==> src/rtl/mbldcm_commutation_sequencer_pkg.sv <==
// Shared types and helpers for the BLDC break-before-make commutation sequencer:
// FSM state encoding, six-step gate table and dead-time counter sizing.
`ifndef MF_BLDCM_CLOG2
`define MF_BLDCM_CLOG2(x) $clog2(x)
`endif

package mbldcm_commutation_sequencer_pkg;

    typedef enum logic [1:0] {
        ST_IDLE     = 2'd0,
        ST_DEADTIME = 2'd1,
        ST_DRIVE    = 2'd2
    } state_e;

    function automatic logic step_is_valid(input logic [2:0] step);
        return step <= 3'd5;
    endfunction

    // Returns {H[2:0], L[2:0]}; bit0=A, bit1=B, bit2=C. Invalid steps map to all-off.
    function automatic logic [5:0] step_to_gates(input logic [2:0] step);
        case (step)
            3'd0:    return {3'b001, 3'b010};
            3'd1:    return {3'b001, 3'b100};
            3'd2:    return {3'b010, 3'b100};
            3'd3:    return {3'b010, 3'b001};
            3'd4:    return {3'b100, 3'b001};
            3'd5:    return {3'b100, 3'b010};
            default: return 6'b000_000;
        endcase
    endfunction

    function automatic int deadtime_cnt_width(input int dead_cycles);
        return (dead_cycles <= 0) ? 1 : `MF_BLDCM_CLOG2(dead_cycles + 1);
    endfunction

endpackage

==> src/rtl/mbldcm_commutation_sequencer_if.sv <==
// Step request handshake between the commutation-step source and the sequencer.

interface mbldcm_commutation_sequencer_if;
    logic [2:0] iStep;
    logic       iStepValid;
    logic       oStepReady;
    logic       oStepErr;

    modport master (
        output iStep,
        output iStepValid,
        input  oStepReady,
        input  oStepErr
    );

    modport slave (
        input  iStep,
        input  iStepValid,
        output oStepReady,
        output oStepErr
    );
endinterface

==> src/rtl/mbldcm_deadtime_timer.sv <==
// Dead-time counter: start clears and arms it, abort clears it, done flags the last
// dead cycle. With zero dead time, done follows start combinationally.
module mbldcm_deadtime_timer
    import mbldcm_commutation_sequencer_pkg::*;
#(
    parameter int unsigned pDeadTimeCycles = 32'd10
) (
    input  logic iClock,
    input  logic iReset,
    input  logic i_start,
    input  logic i_abort,
    output logic o_done
);

    generate
        if (pDeadTimeCycles == 0) begin : g_bypass
            logic w_unused_bypass;
            assign w_unused_bypass = iClock ^ iReset ^ i_abort;
            assign o_done = i_start;
        end else begin : g_count
            localparam int LP_W = deadtime_cnt_width(int'(pDeadTimeCycles));
            localparam logic [LP_W-1:0] LP_LAST = LP_W'(pDeadTimeCycles - 1);
            localparam logic [LP_W-1:0] LP_MAX  = LP_W'(pDeadTimeCycles);

            logic [LP_W-1:0] r_count;
            logic            r_run;
            logic            w_done;

            assign w_done = r_run & (r_count == LP_LAST);
            assign o_done = w_done;

            // NOTE: state updates in clocked blocks use <= so every register samples
            // pre-edge values regardless of statement order.
            always_ff @(posedge iClock or posedge iReset) begin
                if (iReset) begin
                    r_count <= '0;
                    r_run   <= 1'b0;
                end else if (i_abort) begin
                    r_count <= '0;
                    r_run   <= 1'b0;
                end else if (i_start) begin
                    r_count <= '0;
                    r_run   <= 1'b1;
                end else if (r_run) begin
                    if (w_done) begin
                        r_count <= '0;
                        r_run   <= 1'b0;
                    end else if (r_count != LP_MAX) begin
                        r_count <= r_count + 1'b1;
                    end
                end
            end
        end
    endgenerate

endmodule

==> src/rtl/mbldcm_commutation_sequencer.sv <==
// Break-before-make six-step commutation sequencer for a three-phase BLDC bridge.
// Define MBLDCM_COMMSEQ_FAULT_LATCH_EN to make iFault sticky until iFaultClear.
module mbldcm_commutation_sequencer
    import mbldcm_commutation_sequencer_pkg::*;
#(
    parameter int unsigned pDeadTimeCycles = 32'd10
) (
    input  logic                                 iClock,
    input  logic                                 iReset,
    input  logic                                 iEnable,
    mbldcm_commutation_sequencer_if.slave        io_step,
    input  logic                                 iFault,
    input  logic                                 iFaultClear,
    output logic [2:0]                           oGateH,
    output logic [2:0]                           oGateL,
    output logic                                 oBusy,
    output logic                                 oFault
);

    state_e     r_state;
    logic [2:0] r_gate_h;
    logic [2:0] r_gate_l;
    logic [5:0] r_pend;
    logic       r_busy;
    logic       r_fault;
    logic       r_step_err;

    state_e     w_state_nxt;
    logic [5:0] w_gates_nxt;
    logic [5:0] w_pend_nxt;
    logic       w_err_nxt;
    logic       w_fault_nxt;

    logic [5:0] w_old;
    logic [5:0] w_new;
    logic [5:0] w_added;
    logic       w_step_ok;
    logic       w_ready;
    logic       w_accept;
    logic       w_block;
    logic       w_start;
    logic       w_timer_done;

    assign w_old     = {r_gate_h, r_gate_l};
    assign w_new     = step_to_gates(io_step.iStep);
    assign w_added   = w_new & ~w_old;
    assign w_step_ok = step_is_valid(io_step.iStep);

    assign w_ready  = ~iReset & iEnable & ~r_fault & (r_state != ST_DEADTIME);
    assign w_accept = io_step.iStepValid & w_ready;
    // A live fault input blocks the same edge it is seen, before the latch catches up.
    assign w_block  = ~iEnable | iFault | r_fault;
    assign w_start  = ~w_block & w_accept & w_step_ok & (w_added != 6'b000_000);

    mbldcm_deadtime_timer #(
        .pDeadTimeCycles(pDeadTimeCycles)
    ) u_deadtime_timer (
        .iClock (iClock),
        .iReset (iReset),
        .i_start(w_start),
        .i_abort(w_block),
        .o_done (w_timer_done)
    );

`ifdef MBLDCM_COMMSEQ_FAULT_LATCH_EN
    assign w_fault_nxt = iFault | (r_fault & ~iFaultClear);
`else
    logic w_unused_fault_clear;
    assign w_unused_fault_clear = iFaultClear;
    assign w_fault_nxt = iFault;
`endif

    // NOTE: every output of this block gets a default first, so no path leaves a
    // variable unassigned and no latch is inferred.
    always_comb begin
        w_state_nxt = r_state;
        w_gates_nxt = w_old;
        w_pend_nxt  = r_pend;
        w_err_nxt   = 1'b0;
        if (w_block) begin
            w_state_nxt = ST_IDLE;
            w_gates_nxt = 6'b000_000;
        end else begin
            case (r_state)
                ST_DEADTIME: begin
                    if (w_timer_done) begin
                        w_state_nxt = ST_DRIVE;
                        w_gates_nxt = r_pend;
                    end
                end
                default: begin
                    if (w_accept) begin
                        if (!w_step_ok) begin
                            w_state_nxt = ST_IDLE;
                            w_gates_nxt = 6'b000_000;
                            w_err_nxt   = 1'b1;
                        end else if (w_start && !w_timer_done) begin
                            // Drop leaving switches now; joining ones wait for the dead time.
                            w_state_nxt = ST_DEADTIME;
                            w_gates_nxt = w_old & w_new;
                            w_pend_nxt  = w_new;
                        end else begin
                            w_state_nxt = ST_DRIVE;
                            w_gates_nxt = w_new;
                        end
                    end
                end
            endcase
        end
    end

    always_ff @(posedge iClock or posedge iReset) begin
        if (iReset) begin
            r_state    <= ST_IDLE;
            r_gate_h   <= 3'b000;
            r_gate_l   <= 3'b000;
            r_pend     <= 6'b000_000;
            r_busy     <= 1'b0;
            r_fault    <= 1'b0;
            r_step_err <= 1'b0;
        end else begin
            r_state    <= w_state_nxt;
            r_gate_h   <= w_gates_nxt[5:3];
            r_gate_l   <= w_gates_nxt[2:0];
            r_pend     <= w_pend_nxt;
            r_busy     <= (w_state_nxt == ST_DEADTIME);
            r_fault    <= w_fault_nxt;
            r_step_err <= w_err_nxt;
        end
    end

    assign oGateH             = r_gate_h;
    assign oGateL             = r_gate_l;
    assign oBusy              = r_busy;
    assign oFault             = r_fault;
    assign io_step.oStepReady = w_ready;
    assign io_step.oStepErr   = r_step_err;

    a_no_shoot_through: assert property (
        @(posedge iClock) disable iff (iReset) (r_gate_h & r_gate_l) == 3'b000
    );

endmodule

==> src/flat_wrapper.sv <==
// flat-port wrapper written by rule: the top's interface ports become plain ports
module mbldcm_commutation_sequencer_flat import mbldcm_commutation_sequencer_pkg::*;
#(
    parameter int unsigned pDeadTimeCycles = 32'd10
)
  (iClock, iReset, iEnable, iFault, iFaultClear, oGateH, oGateL, oBusy, oFault, io_step_iStep, io_step_iStepValid, io_step_oStepReady, io_step_oStepErr);
  mbldcm_commutation_sequencer_if io_step_i ();
  input  logic iClock;
  input  logic iReset;
  input  logic iEnable;
  input  logic iFault;
  input  logic iFaultClear;
  output logic [2:0] oGateH;
  output logic [2:0] oGateL;
  output logic oBusy;
  output logic oFault;
  input wire logic [$bits(io_step_i.iStep)-1:0] io_step_iStep;
  input wire logic [$bits(io_step_i.iStepValid)-1:0] io_step_iStepValid;
  output wire logic [$bits(io_step_i.oStepReady)-1:0] io_step_oStepReady;
  output wire logic [$bits(io_step_i.oStepErr)-1:0] io_step_oStepErr;
  assign io_step_i.iStep = io_step_iStep;
  assign io_step_i.iStepValid = io_step_iStepValid;
  assign io_step_oStepReady = io_step_i.oStepReady;
  assign io_step_oStepErr = io_step_i.oStepErr;
  mbldcm_commutation_sequencer #(.pDeadTimeCycles(pDeadTimeCycles)) u_core (.iClock(iClock), .iReset(iReset), .iEnable(iEnable), .io_step(io_step_i), .iFault(iFault), .iFaultClear(iFaultClear), .oGateH(oGateH), .oGateL(oGateL), .oBusy(oBusy), .oFault(oFault));
endmodule
==> config.mk <==
export PLATFORM = sky130hd
export DESIGN_NAME = mbldcm_commutation_sequencer_flat
export DESIGN_NICKNAME = d
export VERILOG_FILES = /design/src/rtl/mbldcm_commutation_sequencer_pkg.sv /design/src/rtl/mbldcm_commutation_sequencer_if.sv /design/src/rtl/mbldcm_deadtime_timer.sv /design/src/rtl/mbldcm_commutation_sequencer.sv /design/src/flat_wrapper.sv
export SDC_FILE = /design/constraint.sdc
export NUM_CORES = 1
export LEC_CHECK = 0
export BUFFER_PORTS_ARGS = -buffer_cell sky130_fd_sc_hd__buf_2
export CAP_MARGIN = 15
export CORE_ASPECT_RATIO = 2
export CORE_MARGIN = 2
export CORE_UTILIZATION = 38
export CTS_CLUSTER_SIZE = 20
export DETAILED_ROUTE_END_ITERATION = 7
export GPL_TIMING_DRIVEN = 0
export HOLD_SLACK_MARGIN = 0.12
export PLACE_DENSITY_LB_ADDON = 0.05
export SLEW_MARGIN = 20
export SYNTH_ARGS = -nofsm -noshare
export SYNTH_HDL_FRONTEND = slang
export SYNTH_SLANG_ARGS = --single-unit
==> constraint.sdc <==
create_clock -name iClock -period 4 [get_ports iClock]
set_input_delay 0.8 -clock iClock [delete_from_list [all_inputs] [get_ports iClock]]
set_output_delay 0.8 -clock iClock [all_outputs]
set_load 0.005 [all_outputs]
==> results of run 1 <==
==> kinds of logic after synthesis <==
| group | share of synthesized area (%) |
|---|---|
| AO/OA/AOI/OAI | 15.2 |
| AND/OR/NAND/NOR | 26.0 |
| flip-flops | 40.8 |
| XOR/XNOR | 1.95 |
| buffers and inverters | 4.17 |
| multiplexers | 9.08 |
| adder cells (fa/ha/maj) | 2.78 |
==> state kept, by name (all words and copies together) (netlist names) <==
name                                     flops
u_core.oFault                                1
u_core.u_deadtime_timer.g_count.r_count      4
u_core.oGateH                                3
u_core.io_step.oStepErr                      1
u_core.oGateL                                3
u_core.u_deadtime_timer.g_count.r_run        1
u_core.r_state                               2
u_core.oBusy                                 1
u_core.r_pend                                6
==> final cells by class <==
type                       count  area share (%)
inverter                       4           0.990
tap                           32            2.64
timing repair buffer          17            5.61
clock buffer                   3            2.72
buffer                         5            2.72
sequential                    22            36.3
multi-input combinational    105            49.0
==> where the power goes <==
part / switching [mW] / total (mW) / internal [mW]
Combinational: 0.0297 / 0.0593 / 0.0296
Clock: 0.0726 / 0.140 / 0.0673
Sequential: 0.00805 / 0.241 / 0.233
Total: 0.110 / 0.441 / 0.330
==> metrics by stage <==
step | setup slack [ns] | utilization (%) | instances
finish | 1.65 | 44.9 | 188
global route | 1.46 | 44.9 | 188
CTS | 1.63 | 44.9 | 188
detailed placement | 1.39 | 43.7 | 185
global placement | 1.39 | 43.7 | 185
floorplan | 1.69 | - | 136
==> worst min path at each step <==
stage                                 start                            to  slack (ns)  cells past startpoint
3_3_place_gp   u_core.r_pend[3]$_DFFE_PP0P_  u_core.oGateH[0]$_DFFE_PP0P_        0.46                      2
4_1_cts        u_core.r_pend[0]$_DFFE_PP0P_  u_core.oGateL[0]$_DFFE_PP0P_        0.51                      2
2_1_floorplan  u_core.r_pend[3]$_DFFE_PP0P_  u_core.oGateH[0]$_DFFE_PP0P_        0.45                      2
3_5_place_dp   u_core.r_pend[0]$_DFFE_PP0P_  u_core.oGateL[0]$_DFFE_PP0P_        0.49                      2
6_report       u_core.r_pend[1]$_DFFE_PP0P_  u_core.oGateL[1]$_DFFE_PP0P_        0.51                      2
5_1_grt        u_core.r_pend[1]$_DFFE_PP0P_  u_core.oGateL[1]$_DFFE_PP0P_        0.53                      2
==> cells in the final DEF, fill, tap and decap left out, types with 2 or more instances in the layout <==
cell,n
o21ai_0,8
a22oi_1,4
clkbuf_8,3
mux2_2,2
nor4_1,2
o211ai_1,3
xor2_1,2
clkbuf_1,2
nor3b_1,3
nand2_1,18
a31oi_1,3
nand3_1,6
a221oi_1,2
a21oi_1,4
mux2_4,6
buf_2,17
and2b_2,3
ha_1,3
buf_6,3
nor3_1,4
nor2_1,9
inv_1,4
dfrtp_1,22
==> tightest hold or removal path, delay by kind of cell, from the launching register on <==
kind | cells | cell delay [ns]
DFF | 1 | 0.36
and+or+nand+nor | 2 | 0.12
==> layer usage <==
layer / up-vias / GRT usage (%) / wire [µm]
li1: 545 / - / -
met1: 569 / 21.6 / 1410
met2: 16 / 35.1 / 1890
met3: 7 / 1.84 / 51
met4: 0 / 7.79 / 99
met5: - / 0 / 0
==> flow_metrics.env, run 1 <==
export IMPL_cts_max_level=1
export IMPL_placed_area_mm2=0.00148
export IMPL_drtPass1Iterations=4
export IMPL_whs_ns=0.506
export IMPL_postRouteAntennaNets=0
export IMPL_worstPathBufferInverterCount=2
export IMPL_io_pin_count=19
export IMPL_fmax_ghz=0.425
export IMPL_viasPerCell=6.05
export IMPL_r2r_end="u_core.oGateH[2]$_DFFE_PP0P_"
export IMPL_critPathMaxStageDelay_ns=0.43
export IMPL_initial_core_util_pct=40.0
export IMPL_arrival_ns=2.53
export IMPL_synth_area_top_cells="dfrtp_1 (41%), mux2_4 (6.7%), nand2_1 (5.0%)"
export IMPL_fin_crit_sh_pct=58.8
export IMPL_path_delay_family="simple AND/OR/NAND/NOR gates"
export IMPL_yosys_cell_count_top_type="dfrtp_1"
export IMPL_cp_cell_sequence="inv_1 -> ha_1 -> and4b_1 -> clkbuf_1 -> nand2_1 -> nor2_1 -> a221oi_1 -> a22oi_1"
export IMPL_clockRootBuffer="clkbuf_8"
export IMPL_finalWirelength_mm=3.45
export IMPL_power_total_uw=441
export IMPL_cellPowerDensity_mw_per_mm2=291
export IMPL_setup_viol=0
export IMPL_required_ns=4.18
export IMPL_synthToLayoutAreaGrowth_pct=12.3
export IMPL_clock_sinks=22
export IMPL_peakVddDrop_mv=0.140
export IMPL_syn_num_nets=148
export IMPL_n_fill_cell=355
export IMPL_cts_buffers_inserted=3
export IMPL_endpoint_kind="register"
export IMPL_yosys_register_bits=22
export IMPL_grt_pass1_vias=1188
export IMPL_r2r_cells=8
export IMPL_crit_cells=8
export IMPL_diodes=0
export IMPL_ys_seq_area_share_pct=40.8
export IMPL_dp_hpwl_mm=2.60
export IMPL_p_leak_nw=0.675
export IMPL_nNetsFinal=170
export IMPL_start_kind="register"
export IMPL_cap_violations=0
export IMPL_clk_path_buf_depth=2
export IMPL_reg2reg_from="u_core.u_deadtime_timer.g_count.r_count[1]$_DFFE_PP0P_"
export IMPL_drtIter0Drc=40
export IMPL_overflow=0
export IMPL_cts_tree="built"
export IMPL_grt_max_degree=23
export IMPL_drc=0
export IMPL_ys_top_cells_by_count="dfrtp_1 (22), nand2_1 (18), nor2_1 (9), o21ai_0 (8)"
export IMPL_outcome="finished, final reports clean"
export IMPL_vias=1137
export IMPL_die_width_um=46.1
export IMPL_ys_types=44
export IMPL_rrSetupSlack_ns=1.65
export IMPL_gp_congestion=0.817
export IMPL_synth_top_area_cell="dfrtp_1"
export IMPL_rows=30
export IMPL_slew_headroom_pct=41.8
export IMPL_clkTransAtPathRegs_ns=0.08
export IMPL_synth_cells=136
export IMPL_layout_drive_gt1_share_pct=24.4
export IMPL_tightest_slew_ns=0.872
export IMPL_multi_input_area_um2=743
export IMPL_cp_slowest_cell="dfrtp_1"
export IMPL_port_buffers=17
export IMPL_yosysWarningCount=0
export IMPL_antenna_found_initial=0
export IMPL_syn_cell_area_mm2=0.00135
export IMPL_clock_skew_ns=0.00652
export IMPL_slew_viol_final=0
export IMPL_async_flop_share_pct=100
export IMPL_crit_path_max_fanout=9
export IMPL_grt_pass1_wl_mm=5.67
export IMPL_critPathCapture="u_core.oGateH[2]$_DFFE_PP0P_"
export IMPL_wl_per_cell_um=18.4
export IMPL_postCtsResizedCells=0
export IMPL_grt_util_all_layers_pct=19.3
export IMPL_clk_insertion_delay_late_ns=0.27
export IMPL_fin_area_mm2=0.00152
export IMPL_post_cts_buffers=0
export IMPL_fp_dieArea_mm2=0.00407
export IMPL_yosysTopAreaCellShare_pct=40.8
export IMPL_seqCellArea_um2=551
export IMPL_synth_edf_count=0
export IMPL_ys_flop_type="dfrtp_1"
export IMPL_min_path_type="register to register"
export IMPL_ctsHoldBuffers=0
export IMPL_timing_setup_critical_path_class="register to register"
export IMPL_syn_avg_cell_area_um2=9.93
export IMPL_timing_setup_tns_ns=0
export IMPL_fin_crit_ns=2.35
export IMPL_finalHoldViolCount=0
export IMPL_rsz0062_at_grt="false"
export IMPL_core_area_mm2=0.00338
export IMPL_die_h_um=88.3
export IMPL_crit_start="u_core.u_deadtime_timer.g_count.r_count[1]$_DFFE_PP0P_"
Note: power is estimated with default switching activity, not from simulation.
==> run 2: changes to the inputs <==
Clock period 4 ns to 2.44 ns, I/O delays scaled along.
==> flow_metrics.env, run 2 (synthesis results as in run 1) <==
export IMPL_outcome="finished, final reports clean"
export IMPL_tightest_slew_ns=0.857
export IMPL_clockRootBuffer="clkbuf_8"
export IMPL_placed_area_mm2=0.00148
export IMPL_regMostFlops="u_core.r_pend"
export IMPL_fin_area_mm2=0.00152
export IMPL_port_buffers=17
export IMPL_p_leak_nw=0.675
export IMPL_cts_tree="built"
export IMPL_post_cts_buffers=0
export IMPL_nNetsFinal=170
export IMPL_whs_ns=0.404
export IMPL_layout_drive_gt1_share_pct=25.0
export IMPL_cap_violations=0
export IMPL_fin_crit_ns=2.22
export IMPL_overflow=0
export IMPL_min_path_type="input pin to register"
export IMPL_wl_per_cell_um=18.3
export IMPL_drc=0
export IMPL_endpoint_kind="register"
export IMPL_io_pin_count=19
export IMPL_peakVddDrop_mv=0.228
export IMPL_largest_reg_flops=6
export IMPL_reg_top3="u_core.r_pend x6, u_core.u_deadtime_timer.g_count.r_count x4"
export IMPL_ctsHoldBuffers=0
export IMPL_clock_skew_ns=0.00651
export IMPL_finalWirelength_mm=3.43
export IMPL_setup_viol=0
export IMPL_dp_hpwl_mm=2.60
export IMPL_core_area_mm2=0.00338
export IMPL_die_h_um=88.3
export IMPL_final_cell_mix="dfrtp_1 (22), nand2_1 (18), buf_2 (17)"
export IMPL_fp_dieArea_mm2=0.00407
export IMPL_gp_congestion=0.817
export IMPL_cts_buffers_inserted=3
export IMPL_placed_cells=185
export IMPL_timing_setup_critical_path_class="register to register"
export IMPL_drtIter0Drc=40
export IMPL_grt_max_degree=23
export IMPL_slew_viol_final=0
export IMPL_grt_pass1_vias=1188
export IMPL_die_width_um=46.1
export IMPL_initial_core_util_pct=40.0
export IMPL_viasPerCell=6.11
export IMPL_final_instance_count_excl_fill=188
export IMPL_final_common_cell="dfrtp_1"
export IMPL_postCtsResizedCells=0
export IMPL_cts_max_level=1
export IMPL_fin_crit_sh_pct=90.9
export IMPL_power_total_uw=722
export IMPL_finalHoldViolCount=0
export IMPL_cellPowerDensity_mw_per_mm2=476
export IMPL_rows=30
export IMPL_n_fill_cell=354
export IMPL_rsz0062_at_grt="false"
export IMPL_clk_insertion_delay_late_ns=0.27
export IMPL_synthToLayoutAreaGrowth_pct=12.5
export IMPL_clkTransAtPathRegs_ns=0.08
export IMPL_postRouteAntennaNets=0
export IMPL_diodes=0
export IMPL_crit_path_max_fanout=9
export IMPL_clock_sinks=22
export IMPL_start_kind="register"
export IMPL_clk_path_buf_depth=2
export IMPL_drtPass1Iterations=5
export IMPL_antenna_found_initial=0
export IMPL_grt_pass1_wl_mm=5.67
export IMPL_arrival_ns=2.40
export IMPL_slew_headroom_pct=42.8
export IMPL_required_ns=2.62
export IMPL_vias=1149
export IMPL_grt_util_all_layers_pct=19.3
export IMPL_fmax_ghz=0.451
export IMPL_timing_setup_tns_ns=0
run 2: power breakdown:
part	leakage (nW)	switching, mW	internal [mW]
combinational	0.352	0.0486	0.0485
clock	0.0216	0.119	0.110
sequential	0.301	0.0131	0.383
total	0.675	0.181	0.542
run 2: stage by stage:
stage	setup WS, ns	utilization [%]
finish	0.223	45.0
global route	0.0402	45.0
CTS	0.0694	44.9
detailed placement	0.0812	43.7
global placement	0.0825	43.7
floorplan	0.444	-
run 2: per-layer routing:
| metal | global-route usage (%) | up-vias | wire length (µm) |
|---|---|---|---|
| li1 | - | 545 | - |
| met1 | 21.6 | 571 | 1370 |
| met2 | 35.1 | 26 | 1880 |
| met3 | 1.84 | 7 | 89 |
| met4 | 7.79 | 0 | 95 |
| met5 | 0 | - | 0 |
run 2: worst paths after layout:
kind                       slack (ns)                      endpoint  depth (start not counted)                                              startpoint
setup / recovery                 0.22  u_core.oGateH[2]$_DFFE_PP0P_                          8  u_core.u_deadtime_timer.g_count.r_count[1]$_DFFE_PP0P_
hold reg to reg                  0.51  u_core.oGateL[1]$_DFFE_PP0P_                          2                            u_core.r_pend[1]$_DFFE_PP0P_
setup reg to reg                 0.22  u_core.oGateH[2]$_DFFE_PP0P_                          8  u_core.u_deadtime_timer.g_count.r_count[1]$_DFFE_PP0P_
hold / removal                   0.40       u_core.oFault$_DFF_PP0_                          1                                                  iFault
max in group asynchronous        1.48  u_core.oGateL[0]$_DFFE_PP0P_                          2                                                  iReset
min in group asynchronous        0.42   u_core.r_state[0]$_DFF_PP0_                          2                                                  iReset
run 2: worst max-delay path: stages (launching register included):
cell and delay (ns):
dfrtp_1 0.43, inv_1 0.08, ha_1 0.19, and4b_1 0.19
clkbuf_1 0.39, nand2_1 0.21, nor2_2 0.31, a221oi_1 0.14
a22oi_1 0.18
run 2: area by class of cell:
cell class,instances,area (µm²),share of cell area [%]
inverter,4,15.0,0.988
tap,32,40.0,2.64
multi-input combinational,105,746,49.1
clock buffer,3,41.3,2.72
sequential,22,551,36.2
timing repair buffer,17,85.1,5.60
buffer,5,41.3,2.72
==> run 3: changes to the inputs <==
Settings changed: CORE_MARGIN 2 to not set, GPL_ROUTABILITY_DRIVEN set to 0.
==> flow_metrics.env, run 3 (synthesis results as in run 1) <==
export IMPL_outcome="finished, violations left"
export IMPL_violations="design-rule violations"
export IMPL_hold_depth=1
export IMPL_grt_pass1_wl_mm=5.89
export IMPL_drtIter0Drc=21
export IMPL_viasPerCell=6.01
export IMPL_largest_reg_flops=6
export IMPL_nNetsFinal=169
export IMPL_clockRootBuffer="clkbuf_8"
export IMPL_endpoint_kind="register"
export IMPL_clk_insertion_delay_late_ns=0.27
export IMPL_finalWirelength_mm=3.38
export IMPL_r2r_cells=7
export IMPL_grt_pass1_vias=1212
export IMPL_grt_max_degree=23
export IMPL_slew_viol_final=0
export IMPL_timing_setup_tns_ns=0
export IMPL_die_width_um=44.1
export IMPL_initial_core_util_pct=40.0
export IMPL_regMostFlops="u_core.r_pend"
export IMPL_reg_top3="u_core.r_pend x6, u_core.u_deadtime_timer.g_count.r_count x4"
export IMPL_clock_sinks=22
export IMPL_ctsHoldBuffers=0
export IMPL_holdPathEnd="u_core.oFault$_DFF_PP0_"
export IMPL_crit_start="u_core.u_deadtime_timer.g_count.r_count[1]$_DFFE_PP0P_"
export IMPL_crit_path_max_fanout=9
export IMPL_setup_viol=0
export IMPL_required_ns=2.62
export IMPL_finalHoldViolCount=0
export IMPL_post_cts_buffers=0
export IMPL_final_cell_mix="dfrtp_1 (22), nand2_1 (18), buf_2 (17)"
export IMPL_cts_tree="built"
export IMPL_final_common_cell="dfrtp_1"
export IMPL_clkTransAtPathRegs_ns=0.08
export IMPL_timing_setup_critical_path_class="register to register"
export IMPL_final_util_pct=45.3
export IMPL_fmax_ghz=0.476
export IMPL_cap_violations=0
export IMPL_min_path_type="input pin to register"
export IMPL_fin_crit_ns=2.10
export IMPL_fp_dieArea_mm2=0.00381
export IMPL_antenna_found_initial=0
export IMPL_rsz0062_at_grt="false"
export IMPL_reg2reg_from="u_core.u_deadtime_timer.g_count.r_count[1]$_DFFE_PP0P_"
export IMPL_hold_path_startpoint="iFault"
export IMPL_n_fill_cell=356
export IMPL_clock_skew_ns=0.00476
export IMPL_drtPass1Iterations=6
export IMPL_start_kind="register"
export IMPL_drc=1
export IMPL_r2r_end="u_core.oGateH[2]$_DFFE_PP0P_"
export IMPL_slew_headroom_pct=42.7
export IMPL_postRouteAntennaNets=0
export IMPL_io_pin_count=19
export IMPL_overflow=0
export IMPL_dp_hpwl_mm=2.61
export IMPL_p_leak_nw=0.681
export IMPL_wl_per_cell_um=18.0
export IMPL_core_area_mm2=0.00338
export IMPL_clk_path_buf_depth=2
export IMPL_synthToLayoutAreaGrowth_pct=13.3
export IMPL_rows=30
export IMPL_rrSetupSlack_ns=0.34
export IMPL_grt_util_all_layers_pct=20.7
export IMPL_vias=1130
export IMPL_layout_drive_gt1_share_pct=25.6
export IMPL_tightest_slew_ns=0.859
export IMPL_peakVddDrop_mv=0.403
export IMPL_diodes=0
export IMPL_fin_crit_sh_pct=86.1
export IMPL_cts_buffers_inserted=3
export IMPL_die_h_um=86.3
export IMPL_arrival_ns=2.28
export IMPL_cts_max_level=1
export IMPL_port_buffers=17
export IMPL_cellPowerDensity_mw_per_mm2=499
-- run 3: repair_timing --
| action | in CTS | in global routing |
|---|---|---|
| hold endpoints to repair | 0 | 0 |
| resized for setup | 0 | 1 |
| setup endpoints to repair | 0 | 2 |
-- run 3: how the worst max path moves through the flow --
stage | to | cells past startpoint | slack [ns]
2_1_floorplan | u_core.r_pend[0]$_DFFE_PP0P_ | 6 | 0.44
3_3_place_gp | u_core.oGateH[2]$_DFFE_PP0P_ | 8 | 0.08
3_5_place_dp | u_core.oGateH[2]$_DFFE_PP0P_ | 8 | 0.07
4_1_cts | u_core.oGateH[2]$_DFFE_PP0P_ | 8 | 0.04
5_1_grt | u_core.oGateH[2]$_DFFE_PP0P_ | 7 | 0.15
6_report | u_core.oGateH[2]$_DFFE_PP0P_ | 7 | 0.34
-- run 3: power breakdown --
group	switching (mW)	total, mW	internal (mW)
registers	0.0127	0.395	0.383
clock network	0.126	0.270	0.144
logic	0.0486	0.0971	0.0485
-- run 3: stage by stage --
stage          power (mW)  instance area [µm²]  hold WS (ns)  instances  setup WS (ns)
5_1_grt             0.794                 1530         0.406        188          0.146
4_1_cts             0.762                 1530         0.408        189         0.0428
6_report            0.762                 1530         0.404        188          0.340
2_1_floorplan       0.468                 1350         0.450        136          0.444
3_3_place_gp        0.498                 1480         0.465        185         0.0838
3_5_place_dp        0.500                 1480         0.488        185         0.0709
-- run 3: cell type report --
class                   count  area, µm²  area share [%]
clock buffers               4       55.1            3.60
inverters                   4       15.0           0.982
well taps                  32       40.0            2.62
repair buffers             17       85.1            5.56
flip-flops and latches     22        551            36.0
plain buffers               4       37.5            2.45
multi-input cells         105        746            48.8
-- run 3: worst max-delay path, stage by stage (launching register included) --
cell and delay, ns:
dfrtp_1 0.43, inv_1 0.07, ha_1 0.20, and4b_1 0.47, nand2_1 0.21, nor2_2 0.30, a221oi_1 0.14, a22oi_1 0.18
-- run 3: routing by layer --
layer  vias up  part of all wire (%)  global-route usage, %
li1        544                     -                      -
met1       558                    40                   23.2
met2        20                    55                   36.9
met3         8                   1.8                   1.88
met4         0                   3.3                   10.5
met5         -                     0                      0
